--- src/rtl/inference_scheduler_if.sv ---
// Handshake/bus bundle between the inference scheduler, its request sources,
// the neural_network block and the result display logic.
interface inference_scheduler_if #(
  parameter int NUM_CLASSES = 10,
  parameter int PROB_W      = 16
);
  logic              frame_sync;
  logic              compute;
  logic              canvas_dirty;
  logic              auto_en;
  logic              nn_ready;
  logic [PROB_W-1:0] nn_prob [NUM_CLASSES];
  logic              nn_start;
  logic              busy;
  logic              result_valid;
  logic              result_update;
  logic [3:0]        result_class;
  logic [PROB_W-1:0] result_prob;
  logic              timeout;

  modport master (
    output frame_sync, compute, canvas_dirty, auto_en, nn_ready, nn_prob,
    input  nn_start, busy, result_valid, result_update, result_class,
           result_prob, timeout
  );

  modport slave (
    input  frame_sync, compute, canvas_dirty, auto_en, nn_ready, nn_prob,
    output nn_start, busy, result_valid, result_update, result_class,
           result_prob, timeout
  );
endinterface

--- src/rtl/inference_scheduler.sv ---
// Fires neural_network runs on manual/auto requests, snapshots the class
// probabilities and runs a sequential argmax. Optional WAIT abort: INFER_TIMEOUT_EN.
module inference_scheduler #(
  parameter int NUM_CLASSES = 10,
  parameter int PROB_W      = 16
`ifdef INFER_TIMEOUT_EN
  , parameter int TIMEOUT_CYC = 1_000_000
`endif
) (
  input logic                  clk,
  input logic                  rst,
  inference_scheduler_if.slave bus
);

  typedef enum logic [2:0] {S_IDLE, S_START, S_WAIT, S_SCAN, S_DONE} state_e;

  localparam logic [3:0] LAST_IDX = 4'(NUM_CLASSES - 1);

  state_e            state_q, state_d;
  logic [1:0]        fs_sync_q, fs_sync_d, cp_sync_q, cp_sync_d;
  logic              fs_prev_q, fs_prev_d, cp_prev_q, cp_prev_d;
  logic              pending_q, pending_d, dirty_q, dirty_d;
  logic              armed_q, armed_d, valid_q, valid_d;
  logic [PROB_W-1:0] snap_q [NUM_CLASSES];
  logic [PROB_W-1:0] snap_d [NUM_CLASSES];
  logic [PROB_W-1:0] best_q, best_d, res_prob_q, res_prob_d;
  logic [3:0]        best_idx_q, best_idx_d, idx_q, idx_d;
  logic [3:0]        res_class_q, res_class_d;

  logic              frame_tick, comp_edge, enter_start, timeout_hit;
  logic [PROB_W-1:0] cand_prob;
  logic [3:0]        cand_idx;

  // Two-flop synchronisers followed by a rising-edge detector.
  always_comb begin
    fs_sync_d  = {fs_sync_q[0], bus.frame_sync};
    cp_sync_d  = {cp_sync_q[0], bus.compute};
    fs_prev_d  = fs_sync_q[1];
    cp_prev_d  = cp_sync_q[1];
    frame_tick = fs_sync_q[1] & ~fs_prev_q;
    comp_edge  = cp_sync_q[1] & ~cp_prev_q;
  end

`ifdef INFER_TIMEOUT_EN
  logic [31:0] tmo_cnt_q, tmo_cnt_d;

  always_comb begin
    tmo_cnt_d = tmo_cnt_q;
    if (state_q == S_START)     tmo_cnt_d = '0;
    else if (state_q == S_WAIT) tmo_cnt_d = tmo_cnt_q + 32'd1;
  end

  // A response accepted on the expiry cycle wins over the abort.
  assign timeout_hit = (state_q == S_WAIT) && (tmo_cnt_q == 32'(TIMEOUT_CYC - 1))
                       && !(bus.nn_ready && armed_q);

  always_ff @(posedge clk or posedge rst) begin
    if (rst) tmo_cnt_q <= '0;
    else     tmo_cnt_q <= tmo_cnt_d;
  end
`else
  assign timeout_hit = 1'b0;
`endif

  // One argmax step: strict compare keeps the lowest index on ties.
  always_comb begin
    cand_prob = best_q;
    cand_idx  = best_idx_q;
    if (snap_q[idx_q] > best_q) begin
      cand_prob = snap_q[idx_q];
      cand_idx  = idx_q;
    end
  end

  // NOTE: every signal written here gets a default first, so no path leaves
  // a value unassigned and no latch is inferred.
  always_comb begin
    state_d     = state_q;
    armed_d     = armed_q;
    valid_d     = valid_q;
    snap_d      = snap_q;
    best_d      = best_q;
    best_idx_d  = best_idx_q;
    idx_d       = idx_q;
    res_class_d = res_class_q;
    res_prob_d  = res_prob_q;
    enter_start = 1'b0;

    unique case (state_q)
      S_IDLE: begin
        if (pending_q || (bus.auto_en && frame_tick && dirty_q)) begin
          state_d     = S_START;
          enter_start = 1'b1;
        end
      end
      S_START: begin
        armed_d = 1'b0;
        state_d = S_WAIT;
      end
      S_WAIT: begin
        // Ready must be seen low first so a stale idle level is not taken as done.
        if (bus.nn_ready && armed_q) begin
          snap_d     = bus.nn_prob;
          best_d     = bus.nn_prob[0];
          best_idx_d = '0;
          idx_d      = 4'd1;
          state_d    = S_SCAN;
        end else if (timeout_hit) begin
          state_d = S_IDLE;
        end else if (!bus.nn_ready) begin
          armed_d = 1'b1;
        end
      end
      S_SCAN: begin
        best_d     = cand_prob;
        best_idx_d = cand_idx;
        if (idx_q == LAST_IDX) begin
          res_class_d = cand_idx;
          res_prob_d  = cand_prob;
          state_d     = S_DONE;
        end else begin
          idx_d = idx_q + 4'd1;
        end
      end
      S_DONE: begin
        valid_d = 1'b1;
        state_d = S_IDLE;
      end
      default: state_d = S_IDLE;
    endcase

    // Request set beats the clear on entering START.
    pending_d = comp_edge | (pending_q & ~enter_start);
    dirty_d   = bus.canvas_dirty | timeout_hit | (dirty_q & ~enter_start);
  end

  // NOTE: state is updated with non-blocking assignments so every flop samples
  // the pre-edge values, independent of statement order.
  always_ff @(posedge clk or posedge rst) begin
    if (rst) begin
      state_q     <= S_IDLE;
      fs_sync_q   <= '0;
      cp_sync_q   <= '0;
      fs_prev_q   <= 1'b0;
      cp_prev_q   <= 1'b0;
      pending_q   <= 1'b0;
      dirty_q     <= 1'b0;
      armed_q     <= 1'b0;
      valid_q     <= 1'b0;
      best_q      <= '0;
      best_idx_q  <= '0;
      idx_q       <= '0;
      res_class_q <= '0;
      res_prob_q  <= '0;
      // NOTE: the snapshot is a small flop array, not RAM, so it is reset
      // like any other register to give a defined post-reset state.
      for (int k = 0; k < NUM_CLASSES; k++) snap_q[k] <= '0;
    end else begin
      state_q     <= state_d;
      fs_sync_q   <= fs_sync_d;
      cp_sync_q   <= cp_sync_d;
      fs_prev_q   <= fs_prev_d;
      cp_prev_q   <= cp_prev_d;
      pending_q   <= pending_d;
      dirty_q     <= dirty_d;
      armed_q     <= armed_d;
      valid_q     <= valid_d;
      best_q      <= best_d;
      best_idx_q  <= best_idx_d;
      idx_q       <= idx_d;
      res_class_q <= res_class_d;
      res_prob_q  <= res_prob_d;
      snap_q      <= snap_d;
    end
  end

  assign bus.nn_start      = (state_q == S_START);
  assign bus.busy          = (state_q != S_IDLE);
  assign bus.result_valid  = valid_q;
  assign bus.result_update = (state_q == S_DONE);
  assign bus.result_class  = res_class_q;
  assign bus.result_prob   = res_prob_q;
  assign bus.timeout       = timeout_hit;

endmodule

--- src/flat_wrapper.sv ---
// flat-port wrapper written by rule: the top's interface ports become plain ports
module inference_scheduler_flat 
#(
  parameter int NUM_CLASSES = 10,
  parameter int PROB_W      = 16

)
  (clk, rst, bus_frame_sync, bus_compute, bus_canvas_dirty, bus_auto_en, bus_nn_ready, bus_nn_prob, bus_nn_start, bus_busy, bus_result_valid, bus_result_update, bus_result_class, bus_result_prob, bus_timeout);
  inference_scheduler_if #(.NUM_CLASSES(NUM_CLASSES), .PROB_W(PROB_W)) bus_i ();
  input logic clk;
  input logic rst;
  input wire logic [$bits(bus_i.frame_sync)-1:0] bus_frame_sync;
  input wire logic [$bits(bus_i.compute)-1:0] bus_compute;
  input wire logic [$bits(bus_i.canvas_dirty)-1:0] bus_canvas_dirty;
  input wire logic [$bits(bus_i.auto_en)-1:0] bus_auto_en;
  input wire logic [$bits(bus_i.nn_ready)-1:0] bus_nn_ready;
  input wire logic [$bits(bus_i.nn_prob)-1:0] bus_nn_prob;
  output wire logic [$bits(bus_i.nn_start)-1:0] bus_nn_start;
  output wire logic [$bits(bus_i.busy)-1:0] bus_busy;
  output wire logic [$bits(bus_i.result_valid)-1:0] bus_result_valid;
  output wire logic [$bits(bus_i.result_update)-1:0] bus_result_update;
  output wire logic [$bits(bus_i.result_class)-1:0] bus_result_class;
  output wire logic [$bits(bus_i.result_prob)-1:0] bus_result_prob;
  output wire logic [$bits(bus_i.timeout)-1:0] bus_timeout;
  assign bus_i.frame_sync = bus_frame_sync;
  assign bus_i.compute = bus_compute;
  assign bus_i.canvas_dirty = bus_canvas_dirty;
  assign bus_i.auto_en = bus_auto_en;
  assign bus_i.nn_ready = bus_nn_ready;
  assign bus_i.nn_prob = {>>{bus_nn_prob}};
  assign bus_nn_start = bus_i.nn_start;
  assign bus_busy = bus_i.busy;
  assign bus_result_valid = bus_i.result_valid;
  assign bus_result_update = bus_i.result_update;
  assign bus_result_class = bus_i.result_class;
  assign bus_result_prob = bus_i.result_prob;
  assign bus_timeout = bus_i.timeout;
  inference_scheduler #(.NUM_CLASSES(NUM_CLASSES), .PROB_W(PROB_W)) u_core (.clk(clk), .rst(rst), .bus(bus_i));
endmodule
--- config.mk ---
export PLATFORM = sky130hd
export DESIGN_NAME = inference_scheduler_flat
export DESIGN_NICKNAME = d
export VERILOG_FILES = /design/src/rtl/inference_scheduler_if.sv /design/src/rtl/inference_scheduler.sv /design/src/flat_wrapper.sv
export SDC_FILE = /design/constraint.sdc
export NUM_CORES = 1
export LEC_CHECK = 0
export CELL_PAD_IN_SITES_DETAIL_PLACEMENT = 0
export CELL_PAD_IN_SITES_GLOBAL_PLACEMENT = 1
export CORE_ASPECT_RATIO = 0.75
export CORE_UTILIZATION = 40
export DETAILED_ROUTE_END_ITERATION = 10
export DONT_BUFFER_PORTS = 1
export PLACE_DENSITY = 0.7
export SLEW_MARGIN = 10
export SYNTH_ARGS = -nofsm -noshare
export SYNTH_HDL_FRONTEND = slang
export SYNTH_SLANG_ARGS = --single-unit
--- constraint.sdc ---
create_clock -name clk -period 8.4 [get_ports clk]
set_input_delay 0.84 -clock clk [delete_from_list [all_inputs] [get_ports clk]]
set_output_delay 0.84 -clock clk [all_outputs]
set_load 0.02 [all_outputs]
==> parameters.txt <==
Parameter                              Value

Synthesis
  Top cell types by occurrence after synthesis    dfrtp_1 (217), mux2_2 (181), mux2i_1 (50)
  Number of warnings printed during yosys synthesis    0
  Post-synthesis net count    914
  Number of flops mapped to enable cells by yosys    0
  Synthesized cell area    10110 sq um
  Top cells by area in the synthesized netlist    dfrtp_1 (54%), mux2_2 (20%), mux2i_1 (5.0%)
  Cell count after synthesis    729
  Fraction of registers with async set/reset    100.0%
  Cell taking the most area after synthesis    dfrtp_1
  Most common cell in the netlist    dfrtp_1
  Netlist cell types    46
  Share of Yosys cell area claimed by the top area cell type    53.72%
  Yosys reg bits    217
  Most instantiated flip-flop cell in the synthesis netlist    dfrtp_1
  Syn avg cell area    13.87 sq um
  Seq/Total Area, Yosys    53.72%

Floorplanning
  Total Die Area    25920 sq um
  Total I/O pin count    192
  Die outline height    139.7 um
  Standard cell core area    24400 sq um
  Width of the die    185.6 um
  Starting density of the core    41.43%
  Number of rows in the core area    49

Power
  Part of the total power dissipated in the clock network    20.2%
  Share of total power in sequential cells    35.7%
  Internal portion of total power    3.415 mW
  Comb pwr share    44.1%
  Switching fraction of total power    37.27%
  Power Density    487.8 nW/um^2
  Total power    5.443 mW
  Static Leakage    4.739 nW
  Worst voltage drop across the vdd grid    0.3086 mV
  Switching power total    2.028 mW

GRT
  Initial antenna violation count    14
  Pin count of the biggest net entering global routing    148
  Global routing usage summed across all routing layers    19.97%
  Total congestion overflow after global routing    0
  Global-route wire length before repair    38890 um
  Number of global-route vias before repair    6395

Place
  DP Area    10290 sq um
  Post-place setup slack    3.508 ns
  Total of buffers placed on input and output ports    0
  Global placer's final weighted congestion    0.8500
  Placed wire-length estimate after detailed placement    18560 um
  Cell Count Post-Placement    1020

CTS
  CTS buffer count    24
  Buffer count from post-CTS setup fixing    0
  Later-pin clock latency in the skew report    0.52 ns
  Clock tree buffer depth    3
  CTS hold repair buffers    0
  Post-cts resize count    0
  Clock sink count    217
  Buffer cell driving the clock tree root    clkbuf_16
  Clock tree from TritonCTS    built
  Clock-pin slew reported for the worst setup and hold paths after clock tree synthesis    0.06 ns
  H-Tree Depth    1

Hold path
  Class of the tightest hold or removal check    in -> reg
  Worst Hold Endpoint    u_core.cp_sync_q[0]
  WHS Path Cells    0
  HP Start    bus_compute

Drt
  Wirelength per Cell    23.58 um
  Routed via count    5872
  Total Wirelength    25250 um
  Vias per Instance    5.483
  First-iteration detailed-routing DRC count    310
  Post-route antenna net violation count    0
  Length of the first detailed-routing pass in iterations    4
  Count of unresolved DRC violations after routing    0

Timing
  Setup repair after global routing missed its margin    false
  F_max    203.6 MHz
  Fin worst setup slack    3.487 ns
  Worst slew pin tran    1.154 ns
  Minimum clock period after layout    4.913 ns
  Portion of the clock cycle consumed by the worst path in the final layout    58.49%
  Post-Route Setup TNS    0 ns
  Setup violators final    0
  Skew final    0.02120 ns
  Count of final hold-check violations    0
  Worst max-slew margin expressed relative to the limit    22.73%
  Number of max-slew violations in the final report    0

Cells and area
  Net count of the finished layout    900
  Post-route non-filler standard cell count    1071
  Share of layout cells above drive strength 1    34.02%
  Layout overhead on the synthesized area    10.38%
  Finished layout cell area    11160 sq um
  Fillers    2176

Critical path
  Cell count of the worst reg-to-reg path    11
  Arrival time worst endpoint    5.36 ns
  CP Capture Type    flop
  Origin of the critical flop-to-flop path    u_core.idx_q[1]
  Sort of element at the start of the critical path    flop
  Endpoint required time on the critical path    8.84 ns
  Category of the critical setup timing path    reg -> reg
  Maximum fanout along the worst path    54
  Endpoint of the worst register-to-register path    u_core.best_q[2]
  Worst reg2reg setup slack    3.49 ns

Flow run
  Number of max-cap violations    0

Outcome
  Outcome    finished clean
==> worst max-delay path by stage <==
stage                          from               end  slack [ns]  cells after the start
floorplan                       rst    u_core.armed_q        1.62                      1
global placement    u_core.idx_q[1]  u_core.best_q[2]        3.70                     11
detailed placement  u_core.idx_q[1]  u_core.best_q[3]        3.51                     11
CTS                 u_core.idx_q[1]  u_core.best_q[5]        3.50                     11
global route        u_core.idx_q[1]  u_core.best_q[3]        3.08                     12
finish              u_core.idx_q[1]  u_core.best_q[2]        3.49                     11
==> flip-flops by register name, summed over array words and instances (netlist names), 3 cells and up <==
signal / cells
u_core.bus.result_class: 4
u_core.snap_q: 160
u_core.idx_q: 4
u_core.best_idx_q: 4
u_core.state_q: 3
u_core.best_q: 16
u_core.bus.result_prob: 16
==> layer usage <==
| layer | part of all wire (%) | GRT usage (%) |
|---|---|---|
| met1 | 43 | 27.27 |
| met2 | 45 | 30.08 |
| met3 | 9.2 | 7.276 |
| met4 | 2.1 | 4.832 |
| met5 | 0.30 | 0 |
==> layout make-up <==
cell class / instances / area (sq um) / share of cell area [%]
Sequential cell: 217 / 5433 / 48.69
Multi-Input combinational cell: 444 / 4314 / 38.66
Clock buffer: 29 / 659.4 / 5.909
Tap cell: 331 / 414.1 / 3.712
Clock inverter: 14 / 182.7 / 1.637
Inverter: 22 / 90.09 / 0.8074
Timing Repair Buffer: 6 / 45.04 / 0.4037
Antenna cell: 8 / 20.02 / 0.1794
==> cell usage in the layout, fill, tap and decap left out, types with 2 or more instances in the layout <==
master / instances
bufinv_16: 3
diode_2: 8
ha_1: 18
mux4_2: 8
clkinv_4: 3
mux2_2: 181
a221o_1: 31
clkbuf_8: 4
o211ai_1: 2
nor2_1: 9
mux4_1: 8
inv_8: 2
nand2b_1: 2
nand3b_1: 2
nand3_1: 3
dfrtp_2: 2
dfrtp_1: 215
o21ai_0: 23
a31oi_2: 2
buf_4: 6
and2_1: 18
o22ai_1: 16
xor2_1: 2
clkinvlp_4: 2
clkbuf_16: 24
a21oi_1: 10
inv_1: 21
nand4_1: 5
clkinv_2: 3
mux2i_1: 50
nand2_1: 27
nor2b_1: 6
nor3_1: 2
==> per-stage QoR <==
stage / hold slack [ns] / util, %
finish: 0.3540 / 45.73
global route: 0.3322 / 45.68
CTS: 0.3345 / 45.64
detailed placement: 0.3462 / 42.19
global placement: 0.3343 / 42.19
floorplan: 0.3312 / -
==> power groups by stage <==
stage               sequential (mW)  clock (mW)  combinational [mW]
floorplan                      1.79           0                2.03
global placement               1.94           0                2.33
detailed placement             1.96           0                2.41
CTS                            1.94        1.12                2.42
global route                   2.01        1.16                2.63
finish                         1.94        1.10                2.40
==> worst max-delay path, stage by stage (launching register included) <==
cell      delay, ns
dfrtp_2        0.38
buf_4          0.39
nor3b_2        1.03
a221o_1        0.36
ha_1           0.29
a41oi_1        0.18
o21ai_0        0.13
a221oi_1       0.37
a31oi_2        0.31
buf_4          0.32
a31oi_2        0.77
a221o_1        0.28
==> kinds of logic (layout without fill, tap and decap cells) <==
group	Yosys count	count (layout)	share of synthesized area (%)
fa+ha+maj	18	18	2.228
simple gates	86	86	4.518
flops	217	217	53.72
compound gates	90	90	6.622
xor+xnor	2	2	0.1733
buf+inv	68	71	3.726
other cells	1	9	0.03710
mux	247	247	28.98
No activity file was read; power rests on OpenSTA's default activity.
